--- config.mk ---
export PLATFORM = sky130hd
export DESIGN_NAME = gumnut_ctrl_unit
export DESIGN_NICKNAME = d
export VERILOG_FILES = /design/src/rtl/gumnut_ctrl_unit.sv
export SDC_FILE = /design/constraint.sdc
export NUM_CORES = 1
export LEC_CHECK = 0
export ABC_AREA = 1
export ABC_CLOCK_PERIOD_IN_PS = 3400
export BUFFER_PORTS_ARGS = -buffer_cell sky130_fd_sc_hd__clkbuf_2
export CAP_MARGIN = 25
export CORE_MARGIN = 2
export CORE_UTILIZATION = 55
export DETAILED_ROUTE_END_ITERATION = 12
export PLACE_DENSITY = 0.72
export SLEW_MARGIN = 0
export SYNTH_ARGS = -nofsm -noshare
export SYNTH_HDL_FRONTEND = slang
export SYNTH_SLANG_ARGS = --single-unit
--- constraint.sdc ---
create_clock -name clk_i -period 3.4 [get_ports clk_i]
set_clock_uncertainty 0.2 [all_clocks]
set_input_delay 0 -clock clk_i [delete_from_list [all_inputs] [get_ports clk_i]]
set_output_delay 0 -clock clk_i [all_outputs]
set_load 0.03 [all_outputs]
--- src/rtl/gumnut_ctrl_unit.sv ---
// rtl/gumnut_ctrl_unit.sv - Gumnut control/sequencing FSM; interrupts enabled by GUMNUT_INT_EN
// PC, fetch/data/port handshakes, circular return stack and datapath strobes.
module gumnut_ctrl_unit #(
    parameter int          STACK_DEPTH = 8,
    parameter logic [11:0] INT_VECTOR  = 12'h001
) (
    input  logic        clk_i,
    input  logic        rst_i,
    input  logic [6:0]  op_e,
    input  logic [2:0]  func_e,
    input  logic [11:0] addr_e,
    input  logic [7:0]  disp_e,
    input  logic [7:0]  offset_e,
    input  logic [7:0]  rs_o,
    input  logic        carry_e,
    input  logic        zero_e,
    output logic [11:0] inst_adr_o,
    output logic        inst_cyc_o,
    output logic        inst_stb_o,
    input  logic        inst_ack_i,
    output logic [7:0]  data_adr_o,
    output logic        data_cyc_o,
    output logic        data_stb_o,
    output logic        data_we_o,
    input  logic        data_ack_i,
    output logic        port_cyc_o,
    output logic        port_stb_o,
    output logic        port_we_o,
    input  logic        port_ack_i,
    input  logic        int_req_i,
    output logic        int_ack_o,
    output logic        RegWrt_c,
    output logic        ClkEn_e,
    output logic [1:0]  RegMux_c,
    output logic        op2_c,
    output logic [3:0]  ALUOp_c
);
    localparam int SPW = $clog2(STACK_DEPTH);

    typedef enum logic [2:0] {FETCH, DECODE, EXECUTE, MEM, WRITE_BACK, INT, WAIT} state_t;

    state_t         state;
    logic [11:0]    pc;
    logic [SPW-1:0] sp;
    logic [11:0]    stack [STACK_DEPTH];
    logic [1:0]     mem_func;
    logic [11:0]    pc_next;
    logic [11:0]    br_target;
    logic           taken;
    logic           int_pending;

`ifdef GUMNUT_INT_EN
    logic           int_en;
    logic [11:0]    int_pc;
    assign int_pending = int_en & int_req_i;
`else
    logic           unused_int_req;
    assign unused_int_req = int_req_i;
    assign int_pending    = 1'b0;
`endif

    assign inst_adr_o = pc;
    assign pc_next    = pc + 12'd1;
    assign br_target  = pc_next + {{4{disp_e[7]}}, disp_e};

    always_comb begin
        taken = 1'b0;
        case (func_e)
            3'd0:    taken = zero_e;
            3'd1:    taken = ~zero_e;
            3'd2:    taken = carry_e;
            3'd3:    taken = ~carry_e;
            default: taken = 1'b0;
        endcase
    end

    always_ff @(posedge clk_i or negedge rst_i) begin
        if (!rst_i) begin
            state      <= FETCH;
            pc         <= '0;
            sp         <= '0;
            for (int i = 0; i < STACK_DEPTH; i++) stack[i] <= '0;
            mem_func   <= '0;
            inst_cyc_o <= 1'b0;
            inst_stb_o <= 1'b0;
            data_adr_o <= '0;
            data_cyc_o <= 1'b0;
            data_stb_o <= 1'b0;
            data_we_o  <= 1'b0;
            port_cyc_o <= 1'b0;
            port_stb_o <= 1'b0;
            port_we_o  <= 1'b0;
            int_ack_o  <= 1'b0;
            RegWrt_c   <= 1'b0;
            ClkEn_e    <= 1'b0;
            RegMux_c   <= 2'b00;
            op2_c      <= 1'b0;
            ALUOp_c    <= '0;
`ifdef GUMNUT_INT_EN
            int_en     <= 1'b0;
            int_pc     <= '0;
`endif
        end else begin
            int_ack_o <= 1'b0;
            case (state)
                FETCH: begin
                    // First FETCH cycle is the interrupt decision point; the bus starts the cycle after.
                    if (!inst_cyc_o) begin
                        if (int_pending) begin
                            state     <= INT;
                            int_ack_o <= 1'b1;
                        end else begin
                            inst_cyc_o <= 1'b1;
                            inst_stb_o <= 1'b1;
                        end
                    end else if (inst_ack_i) begin
                        inst_cyc_o <= 1'b0;
                        inst_stb_o <= 1'b0;
                        state      <= DECODE;
                    end
                end
                DECODE: begin
                    state <= EXECUTE;
                    case (op_e)
                        7'b0000001, 7'b0000010: begin
                            ALUOp_c  <= {1'b0, func_e};
                            op2_c    <= op_e[0];
                            RegWrt_c <= 1'b1;
                            ClkEn_e  <= 1'b1;
                            RegMux_c <= 2'b00;
                        end
                        7'b0000100: begin
                            ALUOp_c  <= {2'b10, func_e[1:0]};
                            op2_c    <= 1'b0;
                            RegWrt_c <= 1'b1;
                            ClkEn_e  <= 1'b1;
                            RegMux_c <= 2'b00;
                        end
                        default: ;
                    endcase
                end
                EXECUTE: begin
                    RegWrt_c <= 1'b0;
                    ClkEn_e  <= 1'b0;
                    ALUOp_c  <= '0;
                    op2_c    <= 1'b0;
                    state    <= FETCH;
                    case (op_e)
                        7'b0001000: begin
                            if (!func_e[2]) begin
                                data_adr_o <= rs_o + offset_e;
                                mem_func   <= func_e[1:0];
                                data_cyc_o <= ~func_e[1];
                                data_stb_o <= ~func_e[1];
                                data_we_o  <= ~func_e[1] & func_e[0];
                                port_cyc_o <= func_e[1];
                                port_stb_o <= func_e[1];
                                port_we_o  <= func_e[1] & func_e[0];
                                state      <= MEM;
                            end else begin
                                pc <= pc_next;
                            end
                        end
                        7'b0010000: pc <= taken ? br_target : pc_next;
                        7'b0100000: begin
                            case (func_e)
                                3'd0: pc <= addr_e;
                                3'd1: begin
                                    stack[sp] <= pc_next;
                                    sp        <= sp + 1'b1;
                                    pc        <= addr_e;
                                end
                                default: pc <= pc_next;
                            endcase
                        end
                        7'b1000000: begin
                            case (func_e)
                                3'd0: begin
                                    sp <= sp - 1'b1;
                                    pc <= stack[sp - 1'b1];
                                end
`ifdef GUMNUT_INT_EN
                                3'd1: begin
                                    pc     <= int_pc;
                                    int_en <= 1'b1;
                                end
                                3'd2: begin
                                    int_en <= 1'b1;
                                    pc     <= pc_next;
                                end
                                3'd3: begin
                                    int_en <= 1'b0;
                                    pc     <= pc_next;
                                end
                                3'd4, 3'd5: begin
                                    pc    <= pc_next;
                                    state <= WAIT;
                                end
`endif
                                default: pc <= pc_next;
                            endcase
                        end
                        default: pc <= pc_next;
                    endcase
                end
                MEM: begin
                    // Only the ack of the bus actually in use completes the access.
                    if ((data_cyc_o && data_ack_i) || (port_cyc_o && port_ack_i)) begin
                        data_cyc_o <= 1'b0;
                        data_stb_o <= 1'b0;
                        data_we_o  <= 1'b0;
                        port_cyc_o <= 1'b0;
                        port_stb_o <= 1'b0;
                        port_we_o  <= 1'b0;
                        pc         <= pc_next;
                        if (!mem_func[0]) begin
                            state    <= WRITE_BACK;
                            RegWrt_c <= 1'b1;
                            ClkEn_e  <= 1'b1;
                            RegMux_c <= mem_func[1] ? 2'b10 : 2'b01;
                        end else begin
                            state <= FETCH;
                        end
                    end
                end
                WRITE_BACK: begin
                    RegWrt_c <= 1'b0;
                    ClkEn_e  <= 1'b0;
                    RegMux_c <= 2'b00;
                    state    <= FETCH;
                end
                INT: begin
`ifdef GUMNUT_INT_EN
                    int_pc <= pc;
                    int_en <= 1'b0;
                    pc     <= INT_VECTOR;
`endif
                    state  <= FETCH;
                end
                WAIT: begin
                    if (int_pending) begin
                        state     <= INT;
                        int_ack_o <= 1'b1;
                    end
                end
                default: state <= FETCH;
            endcase
        end
    end
endmodule
==> results of run 1 <==
stage by stage:
step	utilization	total power [W]	cell area (um2)	setup WS [ps]	hold slack (ps)
2_1_floorplan	-	0.00366	8530	481	-496
3_3_place_gp	0.590	0.00425	8960	557	-33.2
3_5_place_dp	0.590	0.00427	8960	511	-35.2
4_1_cts	0.668	0.00622	10200	110	23.3
5_1_grt	0.669	0.00662	10200	-6.61	115
6_report	0.669	0.00625	10200	187	31.5
power breakdown:
group | switching [W] | total (W) | internal [W]
logic | 0.00170 | 0.00248 | 0.000777
registers | 0.000141 | 0.00191 | 0.00177
clock network | 0.000683 | 0.00187 | 0.00119
total | 0.00252 | 0.00625 | 0.00373
state kept, by name (all words and copies together) (netlist names):
name,cells
op2_c,1
inst_adr_o,12
RegMux_c,2
data_adr_o,8
inst_cyc_o,1
inst_stb_o,1
stack,96
mem_func,2
state,3
data_stb_o,1
ALUOp_c,4
sp,3
data_we_o,1
ClkEn_e,1
port_we_o,1
port_stb_o,1
area by class of cell:
| class | count | area share |
|---|---|---|
| clock buffer | 24 | 0.0464 |
| clock inverter | 7 | 0.0114 |
| inverter | 89 | 0.0353 |
| multi-input combinational | 783 | 0.428 |
| sequential | 138 | 0.340 |
| tap | 188 | 0.0231 |
| timing repair buffer | 166 | 0.116 |
placed cells by master, fill, tap and decap left out, types with 3 or more instances in the layout:
| cell type | n |
|---|---|
| nand2_1 | 313 |
| dfrtp_1 | 136 |
| clkbuf_2 | 88 |
| inv_1 | 71 |
| nand3_1 | 68 |
| o21ai_1 | 60 |
| dlygate4sd3_1 | 60 |
| o21ai_0 | 57 |
| nor2_1 | 51 |
| a21oi_1 | 51 |
| o21ai_2 | 44 |
| ha_1 | 23 |
| clkbuf_16 | 17 |
| buf_4 | 17 |
| inv_2 | 11 |
| nand4_1 | 11 |
| nor3_1 | 10 |
| nand4_4 | 10 |
| o221ai_1 | 10 |
| xor2_1 | 9 |
| nor2_2 | 6 |
| nand2_2 | 5 |
| nor2_4 | 5 |
| a21o_1 | 5 |
| nand2_4 | 5 |
| a31oi_1 | 5 |
| clkbuf_1 | 5 |
| o21bai_1 | 4 |
| clkinv_2 | 4 |
| xnor2_1 | 4 |
| nor2_8 | 3 |
| or2_2 | 3 |
| nand3_2 | 3 |
| bufinv_16 | 3 |
per-layer routing:
metal / share of wire / vias up
met5: 0 / -
met4: 0.016 / 0
met3: 0.068 / 38
met2: 0.48 / 276
met1: 0.44 / 3721
li1: - / 3806
critical path: cells and delay by family, from the launching register on:
kind | cells | cell delay (ps)
adder cells (fa/ha/maj) | 2 | 540
AO/OA/AOI/OAI | 1 | 60
buffers and inverters | 3 | 710
flip-flops | 1 | 390
AND/OR/NAND/NOR | 11 | 1220
timing repair:
| item | 4_1_cts | 5_1_grt |
|---|---|---|
| setup endpoints to repair | 0 | 3 |
| setup buffers | 0 | 2 |
| endpoints found under the hold margin | 132 | 0 |
| hold buffers | 60 | 0 |
| resized for setup | 0 | 4 |
final timing paths:
kind / startpoint / end / slack (ps) / cells past startpoint
setup / recovery: inst_adr_o[1] / inst_adr_o[6] / 190 / 17
hold / removal: offset_e[1] / data_adr_o[2] / 30 / 5
setup reg to reg: inst_adr_o[1] / inst_adr_o[6] / 190 / 17
hold reg to reg: stack[75] / stack[75] / 280 / 2
max in group asynchronous: rst_i / stack[77] / 2090 / 3
min in group asynchronous: rst_i / stack[50] / 40 / 2
logic make-up after synthesis:
family | Yosys count
other | 1
DFF | 138
xor gates and xnor gates | 16
adders and majority gates | 25
AOI/OAI and AO/OA | 246
buffers and inverters | 138
and+or+nand+nor | 495
==> metrics.csv, run 1 <==
metric,value,unit
antenna_found_initial,0,
vdd_drop_max,392,uV
critPathArrivalTime,3330,ps
cts.path.max_buffers,2,
maxCapViolCount,0,
hold_viol,0,
synthXorXnorAreaFrac,0.0191,
slew_headroom,0.405,
synth_area_leaders,"dfrtp_1 40%, nand2_1 14%, o21ai_2 4.5%",
io_buffers,89,
dp_hpwl,14.5,mm
multi_input_area,4360,um2
dp_cells,1302,
setup_viol,0,
first_iter_violations,642,
num-nets-final,1274,
met1_usage,0.395,
syn_nets,1138,
cts.sinks,138,
cp.required,3510,ps
die_w,129,um
grt_overflow,0,
synth_commonest_cells,"313 x nand2_1, 138 x dfrtp_1, 71 x inv_1",
ys_ff_latch,138,
worst_pin_slew,893,ps
drc,0,
cp_common_cell,nand2_1,
p_per_area,615,nW/um2
synth_mux_area_frac,0,
drive_gt1_frac,0.200,
detail_route.vias_per_cell,5.62,
wl_per_cell,16.3,um
grt_usage,0.292,
synth_fa_ha_area_frac,0.0384,
h-tree-depth,4,
yosysWarningCount,0,
synth.top_cell.area_share,0.405,
syn_area,8530,um2
seqCellArea,3460,um2
grt_util_met3,0.0620,
met2_usage,0.472,
hold_path.class,input pin to flip-flop,
gp_congestion,0.924,
ys_types,49,
io_pins,92,
routed_wl,22.7,mm
grt_pass1_wl,37.7,mm
layoutNonFillerInstCount,1395,
synth_most_common_cell,nand2_1,
fin_crit_sh,0.945,
crit_slowest_cell,dlygate4sd3_1,
drv_slew,0,
clock-root-buffer,clkbuf_16,
syn_area_per_cell,8.06,um2
path_class,flip-flop to flip-flop,
period_minus_slack,3210,ps
grt_pass1_vias,7509,
startpoint_type,flip-flop,
dr_total_vias,7841,
outcome,finished clean,
dr.pass1.iters,5,
fmax,311,MHz
finalSetupTns,0,ps
clk_pin_slew,60,ps
dieArea,16500,um2
synth_ff_type,dfrtp_1,
grt_max_degree,97,
cts_tree,done,
clkLatencyLatePin,420,ps
core_area,15200,um2
syn-instance-count,1059,
start_util,0.561,
cts_buffers,17,
yosys.area_share.simple,0.277,
antennaDiodeCount,0,
synth_area_leader_cell,dfrtp_1,
path_cells,"ha_1, nand2_1, nor2_2, inv_2, nand2_1, inv_1, ha_1, nand2_1, nor2_1, nor2_1, nand2_1, or2_2, nand2_1, nand2_1, dlygate4sd3_1, nand2_1, a21oi_1",
placementRows,45,
antenna_left,0,
die_h,129,um
async_reset_ff_frac,1.00,
yosysSeqAreaShare,0.405,
area_growth,19.3,%
synth_edf_count,0,
top_usage_layer,met2,
max_stage_delay,550,ps
p_leak,4.94,nW
critPathCaptureType,flip-flop,
synth_top_family_by_area,simple AND/OR/NAND/NOR gates,
nFillCells,1243,
crit_fanout,5,
synth_compound_area_frac,0.175,
Note: power is estimated with default switching activity, not from simulation.
==> run 2, diff against run 1 <==
==> constraint.sdc (replaced) <==
create_clock -name clk_i -period 3.4 [get_ports clk_i]
set_clock_uncertainty 0.2 [all_clocks]
set_input_delay 0.68 -clock clk_i [delete_from_list [all_inputs] [get_ports clk_i]]
set_output_delay 0.68 -clock clk_i [all_outputs]
set_load 0.03 [all_outputs]
==> run 2 against run 1 <==
Compared with the run above: flip-flop and latch count did not move; clock power fell by 4%; first-iteration DRC count fell by 7.5%; largest cell class unchanged; wire length fell by 5.1%; critical path type unchanged; final area fell by 6.1%; combinational power fell by 4%; setup slack improved by 300 ps.
==> metrics.csv, run 2 (synthesis results as in run 1) <==
metric,value,unit,change
fmax,343,MHz,+10%
cts.path.max_buffers,2,,unchanged
grt_usage,0.276,,-0.0154
placementRows,45,,unchanged
fin_ws,486,ps,+299 ps
antennaDiodeCount,0,,unchanged
grt_pass1_wl,35.6,mm,-5.5%
die_h,129,um,unchanged
clk_pin_slew,60,ps,about the same
antenna_found_initial,0,,unchanged
startpoint_type,flip-flop,,
area_growth,12.0,%,
worst_pin_slew,707,ps,-186 ps
io_buffers,89,,unchanged
outcome,finished clean,,
critPathArrivalTime,3030,ps,-300 ps
grt_pass1_vias,7073,,-5.8%
finalSetupTns,0,ps,unchanged
dp_hpwl,14.8,mm,+2.0%
rsz0062_at_grt,no,,
crit_fanout,4,,-1
cts_tree,done,,
post-place-ws,502,ps,-8.64 ps
layout_common_cells,"313 x nand2_1, 137 x dfrtp_1, 88 x clkbuf_2",,
die_w,129,um,unchanged
maxCapViolCount,0,,unchanged
top_register,stack,,
detail_route.vias_per_cell,5.56,,-1.0%
drc,0,,unchanged
cts_buffers,17,,unchanged
io_pins,92,,unchanged
slew_headroom,0.529,,+0.124
layout_commonest_cell,nand2_1,,
clkLatencyLatePin,420,ps,about the same
cts_hold_buf,0,,-100%
setup_viol,0,,unchanged
first_iter_violations,594,,-7.5%
hold_viol,0,,unchanged
dr_total_vias,7421,,-5.4%
cts_resized,0,,unchanged
nFillCells,1349,,+8.5%
drv_slew,0,,unchanged
gp_congestion,0.875,,-5.3%
dieArea,16500,um2,unchanged
start_util,0.561,,unchanged
largest_register_ffs,96,,unchanged
core_area,15200,um2,unchanged
period_minus_slack,2910,ps,-299 ps
fin_crit_sh,0.857,,-0.0880
p_per_area,637,nW/um2,+3.6%
fin_util,0.628,,-0.0411
wl_per_cell,16.2,um,-0.73%
grt_overflow,0,,unchanged
grt_max_degree,75,,-23%
r2r_cells,21,,+4
antenna_left,0,,unchanged
dr.pass1.iters,5,,unchanged
cp.required,3520,ps,about the same
num-nets-final,1213,,-4.8%
critPathCaptureType,flip-flop,,
drive_gt1_frac,0.212,,+0.0115
clock-root-buffer,clkbuf_16,,
total_power,0.00608,W,-2.8%
path_class,flip-flop to flip-flop,,
p_leak,4.67,nW,-5.5%
h-tree-depth,4,,unchanged
routed_wl,21.6,mm,-5.1%
cts.sinks,138,,unchanged
vdd_drop_max,389,uV,-0.89%
post_cts_buffers,0,,unchanged
hold_path.class,input pin to asynchronous set/reset pin,,
-- run 2: cell count changes in the layout (fill, tap and decap cells not counted), sizes merged, moves of 2 or more --
cell         previous run  this run
clkbuf                112       108
clkinv                  7         9
dlygate4sd3            60         0
inv                    85        87
-- run 2: power breakdown --
group          leakage (nW)  total, W  internal [W]  switching [W]
clock                 0.276   0.00180       0.00109       0.000709
combinational          2.50   0.00237      0.000707        0.00166
sequential             1.89   0.00191       0.00177       0.000143
total                  4.67   0.00608       0.00357        0.00251
-- run 2: cell type report --
type                            instances  area (um2)  share of cell area
Tap cell                              188         235              0.0246
Sequential cell                       138        3450               0.362
Clock inverter                         11         121              0.0127
Inverter                               89         357              0.0373
Clock buffer                           20         447              0.0468
Timing Repair Buffer                  105         584              0.0612
Multi-Input combinational cell        783        4350               0.456
-- run 2: path summary, 6_finish.rpt --
path                               startpoint             end  slack (ps)
max in group asynchronous               rst_i       stack[95]        2130
worst max-delay path            inst_adr_o[1]  inst_adr_o[11]         490
min in group clk_i                  stack[95]       stack[95]         280
worst min-delay path                    rst_i       stack[50]         100
worst min register to register      stack[95]       stack[95]         280
worst max register to register  inst_adr_o[1]  inst_adr_o[11]         490
-- run 2: through the flow --
step / hold slack (ps) / std cells / area [um2]
6_report: 97.9 / 1334 / 9550
5_1_grt: 158 / 1334 / 9550
4_1_cts: 119 / 1334 / 9550
3_5_place_dp: 267 / 1303 / 8980
3_3_place_gp: 260 / 1303 / 8980
2_1_floorplan: 184 / 1059 / 8530
-- run 2: per-layer routing --
layer / up-vias / global-route usage / wire [um]
li1: 3674 / - / -
met2: 222 / 0.447 / 10100
met3: 31 / 0.0516 / 1270
met1: 3494 / 0.381 / 9840
met5: - / 0 / 0
met4: 0 / 0.0850 / 353
-- run 2: worst max-delay path, cell delays in order (launching register included) --
cell,delay (ps)
dfrtp_1,380
ha_1,190
nand2_1,110
nor2_2,210
inv_2,70
nor2_2,140
nand3_1,80
nand2_1,60
nand2_1,100
ha_1,320
nand2_1,110
a21oi_1,50
nor2_1,190
nand3_1,110
nand2_1,80
nand3_1,70
nand2_1,70
nand2_1,50
nand2_1,60
nand2_1,50
nand2_1,50
nand2_1,50
